[src/rtl/control_bus_rtc.sv]
// Burst master for the RTC's multiplexed address/data bus.
// Each transfer is an address phase, a strobe pulse and a recovery gap; the address auto-increments.
module control_bus_rtc #(
  parameter int unsigned DW       = 8,
  parameter int unsigned LW       = 3,
  parameter int unsigned T_AD     = 4,
  parameter int unsigned T_PULSO  = 4,
  parameter int unsigned T_ESPERA = 2
) (
  input  logic          clk,
  input  logic          reset,
  input  logic          iniciar,
  input  logic          escribe,
  input  logic [DW-1:0] direccion,
  input  logic [LW-1:0] longitud,
  input  logic [DW-1:0] dato,
  output logic          dato_sig,
  input  logic [DW-1:0] bus_in,
  output logic [DW-1:0] bus_out,
  output logic          bus_oe,
  output logic          CS,
  output logic          AD,
  output logic          RD,
  output logic          WR,
  output logic [DW-1:0] dato_leido,
  output logic          dato_valido,
  output logic          ocupado,
  output logic          final_pulso,
  output logic [4:0]    contador
);

  localparam int unsigned CW = 5;

  typedef enum logic [2:0] {S_IDLE, S_DIR, S_PULSO, S_RECUP, S_FIN} state_t;

  state_t        state_q, state_d;
  logic [CW-1:0] cnt_d;
  logic [DW-1:0] addr_q, addr_d;
  logic [DW-1:0] wr_q, wr_d;
  logic [LW-1:0] rest_q, rest_d;
  logic          esc_q, esc_d;

  // Next state, phase counter and burst bookkeeping.
  always_comb begin
    state_d = state_q;
    cnt_d   = contador + CW'(1);
    addr_d  = addr_q;
    rest_d  = rest_q;
    esc_d   = esc_q;
    wr_d    = wr_q;
    case (state_q)
      S_IDLE: begin
        cnt_d = '0;
        if (iniciar) begin
          state_d = S_DIR;
          esc_d   = escribe;
          addr_d  = direccion;
          rest_d  = longitud;
        end
      end
      S_DIR: begin
        if (contador == CW'(T_AD - 1)) begin
          state_d = S_PULSO;
          cnt_d   = '0;
          if (esc_q) wr_d = dato;
        end
      end
      S_PULSO: begin
        if (contador == CW'(T_PULSO - 1)) begin
          state_d = S_RECUP;
          cnt_d   = '0;
        end
      end
      S_RECUP: begin
        if (contador == CW'(T_ESPERA - 1)) begin
          cnt_d = '0;
          if (rest_q != '0) begin
            rest_d  = rest_q - LW'(1);
            addr_d  = addr_q + DW'(1);
            state_d = S_DIR;
          end else begin
            state_d = S_FIN;
          end
        end
      end
      S_FIN: begin
        cnt_d   = '0;
        state_d = S_IDLE;
      end
      default: begin
        cnt_d   = '0;
        state_d = S_IDLE;
      end
    endcase
  end

  // State register; bus outputs are decoded from the next state so they align with it.
  always_ff @(posedge clk or negedge reset) begin
    if (!reset) begin
      state_q     <= S_IDLE;
      contador    <= '0;
      addr_q      <= '0;
      rest_q      <= '0;
      esc_q       <= 1'b0;
      wr_q        <= '0;
      CS          <= 1'b1;
      AD          <= 1'b1;
      RD          <= 1'b1;
      WR          <= 1'b1;
      bus_oe      <= 1'b0;
      bus_out     <= '0;
      dato_leido  <= '0;
      dato_valido <= 1'b0;
      dato_sig    <= 1'b0;
      final_pulso <= 1'b0;
      ocupado     <= 1'b0;
    end else begin
      state_q     <= state_d;
      contador    <= cnt_d;
      addr_q      <= addr_d;
      rest_q      <= rest_d;
      esc_q       <= esc_d;
      wr_q        <= wr_d;
      CS          <= !((state_d == S_DIR) || (state_d == S_PULSO));
      AD          <= (state_d != S_DIR);
      RD          <= !((state_d == S_PULSO) && !esc_d);
      WR          <= !((state_d == S_PULSO) && esc_d);
      bus_oe      <= (state_d == S_DIR) || ((state_d == S_PULSO) && esc_d);
      if (state_d == S_DIR)                bus_out <= addr_d;
      else if (state_d == S_PULSO && esc_d) bus_out <= wr_d;
      else                                  bus_out <= '0;
      dato_sig    <= (state_q == S_DIR) && (state_d == S_PULSO) && esc_q;
      dato_valido <= (state_q == S_PULSO) && (state_d == S_RECUP) && !esc_q;
      if ((state_q == S_PULSO) && (state_d == S_RECUP) && !esc_q) dato_leido <= bus_in;
      final_pulso <= (state_d == S_FIN);
      ocupado     <= (state_d != S_IDLE);
    end
  end

endmodule

[config.mk]
export PLATFORM = sky130hd
export DESIGN_NAME = control_bus_rtc
export DESIGN_NICKNAME = d
export VERILOG_FILES = /design/src/rtl/control_bus_rtc.sv
export SDC_FILE = /design/constraint.sdc
export NUM_CORES = 1
export LEC_CHECK = 0
export CORE_MARGIN = 2
export CORE_UTILIZATION = 49
export DETAILED_ROUTE_END_ITERATION = 16
export PLACE_DENSITY_LB_ADDON = 0.15
export SKIP_LAST_GASP = 1
export SYNTH_ARGS = -nofsm -noshare
export SYNTH_HDL_FRONTEND = slang
export SYNTH_SLANG_ARGS = --single-unit
[constraint.sdc]
create_clock -name clk -period 2.7 [get_ports clk]
set_input_delay 0.54 -clock clk [delete_from_list [all_inputs] [get_ports clk]]
set_output_delay 0.54 -clock clk [all_outputs]
set_load 0.005 [all_outputs]
==> Word-level counts from Yosys, hierarchy flattened <==
Cells that the tools add are included.
{ "word_totals": {"reg_bits": 53, "out_inout_bits": 30, "word_cells": 76, "in_bits": 31} }
{ "op_classes": {"mux": 24, "n_reduce_logical": 19, "n_eq_ne": 13, "n_addsub": 3} }
{ "op_table": {"columns": ["cell", "count"], "rows": [
  ["$mux 8", 8],
  ["$mux 3", 8],
  ["$pmux 8 s2", 1],
  ["$eq 3x2->1 const B", 4],
  ["$pmux 3 s4", 1],
  ["$mux 5", 2],
  ["$pmux 5 s2", 1],
  ["$add 8x1->8 const B", 1],
  ["$eq 3x1->1 const B", 2],
  ["$logic_and 1x1->1", 6],
  ["$ne 2x2->1 const B", 3],
  ["$pmux 3 s2", 1],
  ["$reduce_bool 3->1", 2],
  ["$add 5x1->5 const B", 1],
  ["$eq 5x1->1 const B", 1],
  ["$eq 5x2->1 const B", 1],
  ["$logic_not 1->1", 5],
  ["$reduce_and 4->1", 1],
  ["$eq 3x3->1 const B", 1],
  ["$logic_not 3->1", 1],
  ["$ne 3x1->1 const B", 1],
  ["$sub 3x1->3 const B", 1],
  ["$logic_or 1x1->1", 2],
  ["$mux 1", 2],
  ["other kinds (2)", 2]
]} }

==> Depth between registers and ports, before layout <==
{ "logic_depth": {"ltp_word": 8, "depth_mapped": 10, "depth_no_buf": 8} }

==> Worst setup path after synthesis <==
No wires, ideal clock.
{ "synth_path": {"path_type": "register -> register", "start": "reg contador[1]", "end": "reg bus_out[0]", "setup_slack_ps": 610, "setup_ps": 122, "path_buffers": 0, "arrival_time_ps": 1968, "period_less_slack_ps": 2090, "path_stages_with_launch": 8, "required_ps": 2578, "path_cell_list": "dfrtp_1 > inv_1 > ha_1 > nor4b_4 > nand2_2 > a21o_4 > a221o_1 > a32o_1"} }
{ "synth_between": {"elab_cells_between_ends": 15, "cone_classes": "eq/ne: 4; mux: 10; reduce/logical: 1"} }
{ "synth_rtl": {"columns": ["item", "line_no", "rtl"], "rows": [
  ["from (decl)", "29", "output logic [4:0] contador"],
  ["from (signal assigned)", "119", "contador <= cnt_d;"],
  ["$eq 5x1->1", "75", "if (contador == CW'(T_ESPERA - 1)) begin"],
  ["$mux 8", "75", null],
  ["$pmux 8 s2", "51", "case (state_q)"],
  ["named net addr_d[0]", "38", "logic [DW-1:0] addr_q, addr_d;"],
  ["$mux 8", "129", "if (state_d == S_DIR) bus_out <= addr_d;"],
  ["to (signal assigned)", "129", null],
  ["to (signal assigned)", "130", "else if (state_d == S_PULSO && esc_d) bus_out <= wr_d;"],
  ["to (decl)", "19", "output logic [DW-1:0] bus_out,"]
]} }
The timed path passes the listed nets, and every way through them passes these cells.
A chain may end at the register's enable or synchronous reset.

==> Worst setup path in the final report <==
{ "layout_path": {"start": "reg contador[0]", "end": "reg dato_leido[4]"} }
{ "layout_between": {"elab_chain_len": 6, "elab_cells_between_ends": 9, "cone_classes": "eq/ne: 3; mux: 4; reduce/logical: 2"} }
{ "layout_rtl": {"columns": ["item", "line_no", "rtl"], "rows": [
  ["$eq 5x1->1 or $eq 5x2->1 (tied branches)", "75, 62, 69", null],
  ["$mux 3, on equally long branches", "75, 62, 69", null],
  ["$pmux 3 s4 (*)", "51", null],
  ["$eq 3x2->1 (*)", "134", "if ((state_q == S_PULSO) && (state_d == S_RECUP) && !esc_q) dato_leido <= bus_in;"],
  ["$logic_and 1x1->1 (*) (2 in a row)", "134", null],
  ["to (signal assigned)", "134", null],
  ["to (decl)", "25", "output logic [DW-1:0] dato_leido,"]
]} }
Every way passes the cells marked *; elsewhere a longest branch is shown, timed or not.

==> results.tsv <==
stage	metric	value	unit
cts	Clock Sink Count	53	
yosys	largest area contributor in the netlist	dfrtp_1	
routing	router iterations before antenna repair	4	
power_and_ir_drop	clock share of power	0.145	
grt	number of global-route vias before repair	1818	
yosys	top_reg_cell synth	dfrtp_1	
grt	largest net degree at the start of global routing	30	
cts	root buffer cell	clkbuf_8	
cts	TritonCTS clock tree	done	
power_and_ir_drop	peak supply drop	0.5325	mV
sta	post-route minimum period	2.286	ns
floorplan	die extent in y	74.84	um
floorplan	Die Wd	74.84	um
placed_design	GPL Wtd Cong	0.8544	
power_and_ir_drop	power share of the sequential group	0.413	
cells_and_area	Nets	312	
grt	Remaining Overflow, GRT	0	
grt	antenna violations before repair	0	
yosys	Syn Std Cell Area	2459	sq um
routing	number of routed nets with antenna violations	0	
power_and_ir_drop	leakage	1.382	nW
power_and_ir_drop	Int Pwr	2.036	mW
power_and_ir_drop	Power Density	976.7	nW/um^2
routing	drt drc	0	
floorplan	initial core utilization	0.5137	
sta	max-slew violation count	0	
cts	Clock Tree Buf Depth	2	
power_and_ir_drop	Sw Share	0.3587	
sta	post-route clock period utilization	0.8467	
floorplan	core area	4786	sq um
min_path	hold crit path type	in2async	
cells_and_area	fillers	387	
grt	Tot GR Track Use	0.2019	
yosys	Synth Area per Inst	11.71	sq um
floorplan	I/O pins	61	
floorplan	Die ar.	5600	sq um
cells_and_area	Layout Area Growth over Synthesis	32.21	%
run	max cap viols	0	
yosys	post-synth cell types	52	
cts	Clock Latency Late Sink	0.32	ns
cts	Worst-path clk slew	0.10	ns
power_and_ir_drop	P_sw	1.139	mW
yosys	Seq cells post-synth	53	
power_and_ir_drop	Tot Pwr	3.175	mW
yosys	dominant cells by area after synthesis	dfrtp_1, dfstp_2, mux2_2	
worst_setup_path	Setup Crit Path Kind	reg2reg	
yosys	Synth Net Count	246	
yosys	top-area cell type share of the netlist area	0.4987	
cells_and_area	ANT cells	0	
sta	final setup violation count	0	
worst_setup_path	crit path DAT	2.49	ns
sta	RSZ-0062 raised after global routing	false	
routing	wirelength, routed	5205	um
cts	# H-tree levels	2	
sta	fmax	437.5	MHz
placed_design	hpwl dp	3806	um
routing	Vias/cell	5.506	
worst_setup_path	critical path fanouts, max	9	
sta	Slew @ Worst Pin	0.5611	ns
worst_setup_path	Crit. End Element	register	
yosys	Post-Syn Instances	210	
worst_setup_path	Critical Path Start Type	register	
cts	Post-CTS Hold Buffers	0	
yosys	Async SR Flop Fraction	1.000	
sta	clk_skew	0.008140	ns
power_and_ir_drop	Logic pwr share	0.442	
cts	clock buffer count from CTS	5	
yosys	Synth warnings	0	
routing	DR WL/cell	15.13	um
cts	setup bufs post-CTS	0	
yosys	most frequent cell after synthesis	dfrtp_1	
grt	first-pass GRT wire length	8597	um
cts	post_cts resized	0	
routing	vias	1894	
floorplan	Row Count	25	
placed_design	IO buf count	60	
yosys	Synth top cells by count	dfrtp_1, nor2_1, nand2_1	
outcome	status	finished, final reports clean	
sta	Hold Fails Final Rpt	0	
sta	final setup TNS	0	ns
routing	1st-iter DRT viols	128	
cells_and_area	share of layout cells above drive strength 1	0.1408	
yosys	register area share after synthesis	0.5415	
yosys	EDFF count, synth	0	
sta	relative slew slack	0.6251	
worst_setup_path	Critical Path RT	2.90	ns
layout by cell type (no fill, tap or decap), drive strengths merged, types with 3 or more instances in the layout:
master	netlist	final
clkdlybuf4s50	0	59
a2bb2oi	4	4
nand3	5	5
a22o	5	5
a21oi	5	5
nand2b	3	3
o21ai	10	10
xor2	6	6
nor4b	4	4
clkbuf	6	5
mux2	17	17
nor2	12	12
nand4	4	4
buf	5	11
nor3	3	3
nand2	11	11
ha	5	5
nor3b	3	3
dfrtp	49	49
and2	3	3
a22oi	5	5
dfstp	4	4
inv	9	10
critical path, stage by stage, from the launching register on:
cell	delay (ns)
dfrtp_1	0.42
ha_1	0.25
nor4b_4	0.31
nand2_1	0.13
or4_1	0.66
mux2_1	0.40
routing by layer:
| layer | share of wire | GRT usage | up-vias |
|---|---|---|---|
| met5 | 0 | 0 | - |
| met4 | 0.017 | 0.06944 | 0 |
| met3 | 0.057 | 0.04819 | 10 |
| met2 | 0.48 | 0.3129 | 65 |
| met1 | 0.45 | 0.2805 | 926 |
| li1 | - | - | 893 |
final timing paths:
kind	endpoint	startpoint	cells after the start	slack [ns]
setup / recovery	dato_leido[4]$_DFFE_PN0P_	contador[0]$_DFF_PN0_	5	0.41
setup reg to reg	dato_leido[4]$_DFFE_PN0P_	contador[0]$_DFF_PN0_	5	0.41
hold / removal	dato_leido[2]$_DFFE_PN0P_	reset	2	0.20
max in group asynchronous	WR$_DFF_PN1_	reset	2	2.18
min in group clk	dato_leido[0]$_DFFE_PN0P_	dato_leido[0]$_DFFE_PN0P_	1	0.50
hold reg to reg	dato_leido[0]$_DFFE_PN0P_	dato_leido[0]$_DFFE_PN0P_	1	0.50
cell families after synthesis:
family,count (synthesis),synth area share
adders and majority gates,5,0.02545
AOI/OAI and AO/OA,44,0.1323
buffers and inverters,20,0.03511
xor gates and xnor gates,8,0.02850
and+or+nand+nor,63,0.1593
muxes,17,0.07787
DFF,53,0.5415
registers in the layout, summed over array words and instances, names as in the netlist:
name,count
AD,1
CS,1
RD,1
WR,1
addr_q,8
bus_oe,1
bus_out,8
contador,5
dato_leido,8
dato_sig,1
dato_valido,1
esc_q,1
final_pulso,1
ocupado,1
rest_q,3
state_q,3
wr_q,8
stage by stage:
step                      instances  instance area [sq um]  worst slack [ns]  hold slack, ns  utilization
after floorplan                 210                   2459            0.6101          0.2444            -
after global placement          336                   3161            0.1620          0.4746       0.6604
after detailed placement        336                   3161            0.1341          0.4848       0.6604
after CTS                       344                   3251            0.4062          0.2160       0.6792
after global routing            344                   3251            0.2755          0.2383       0.6792
final                           344                   3251            0.4140          0.2039       0.6792
power by group through the flow:
stage          registers [mW]  clock network, mW  logic (mW)
2_1_floorplan            1.27                  0       0.891
3_3_place_gp             1.32                  0        1.38
3_5_place_dp             1.33                  0        1.41
4_1_cts                  1.31              0.465        1.42
5_1_grt                  1.35              0.490        1.56
6_report                 1.31              0.459        1.40
cell type report:
cell class | count | area, sq um | area share
inverters | 9 | 33.78 | 0.01039
well taps | 67 | 83.83 | 0.02579
flip-flops and latches | 53 | 1331 | 0.4095
multi-input cells | 137 | 1041 | 0.3202
clock buffers | 5 | 68.82 | 0.02117
clock inverters | 3 | 21.27 | 0.006543
repair buffers | 70 | 670.6 | 0.2063
Power figures use the tool's default switching activity.
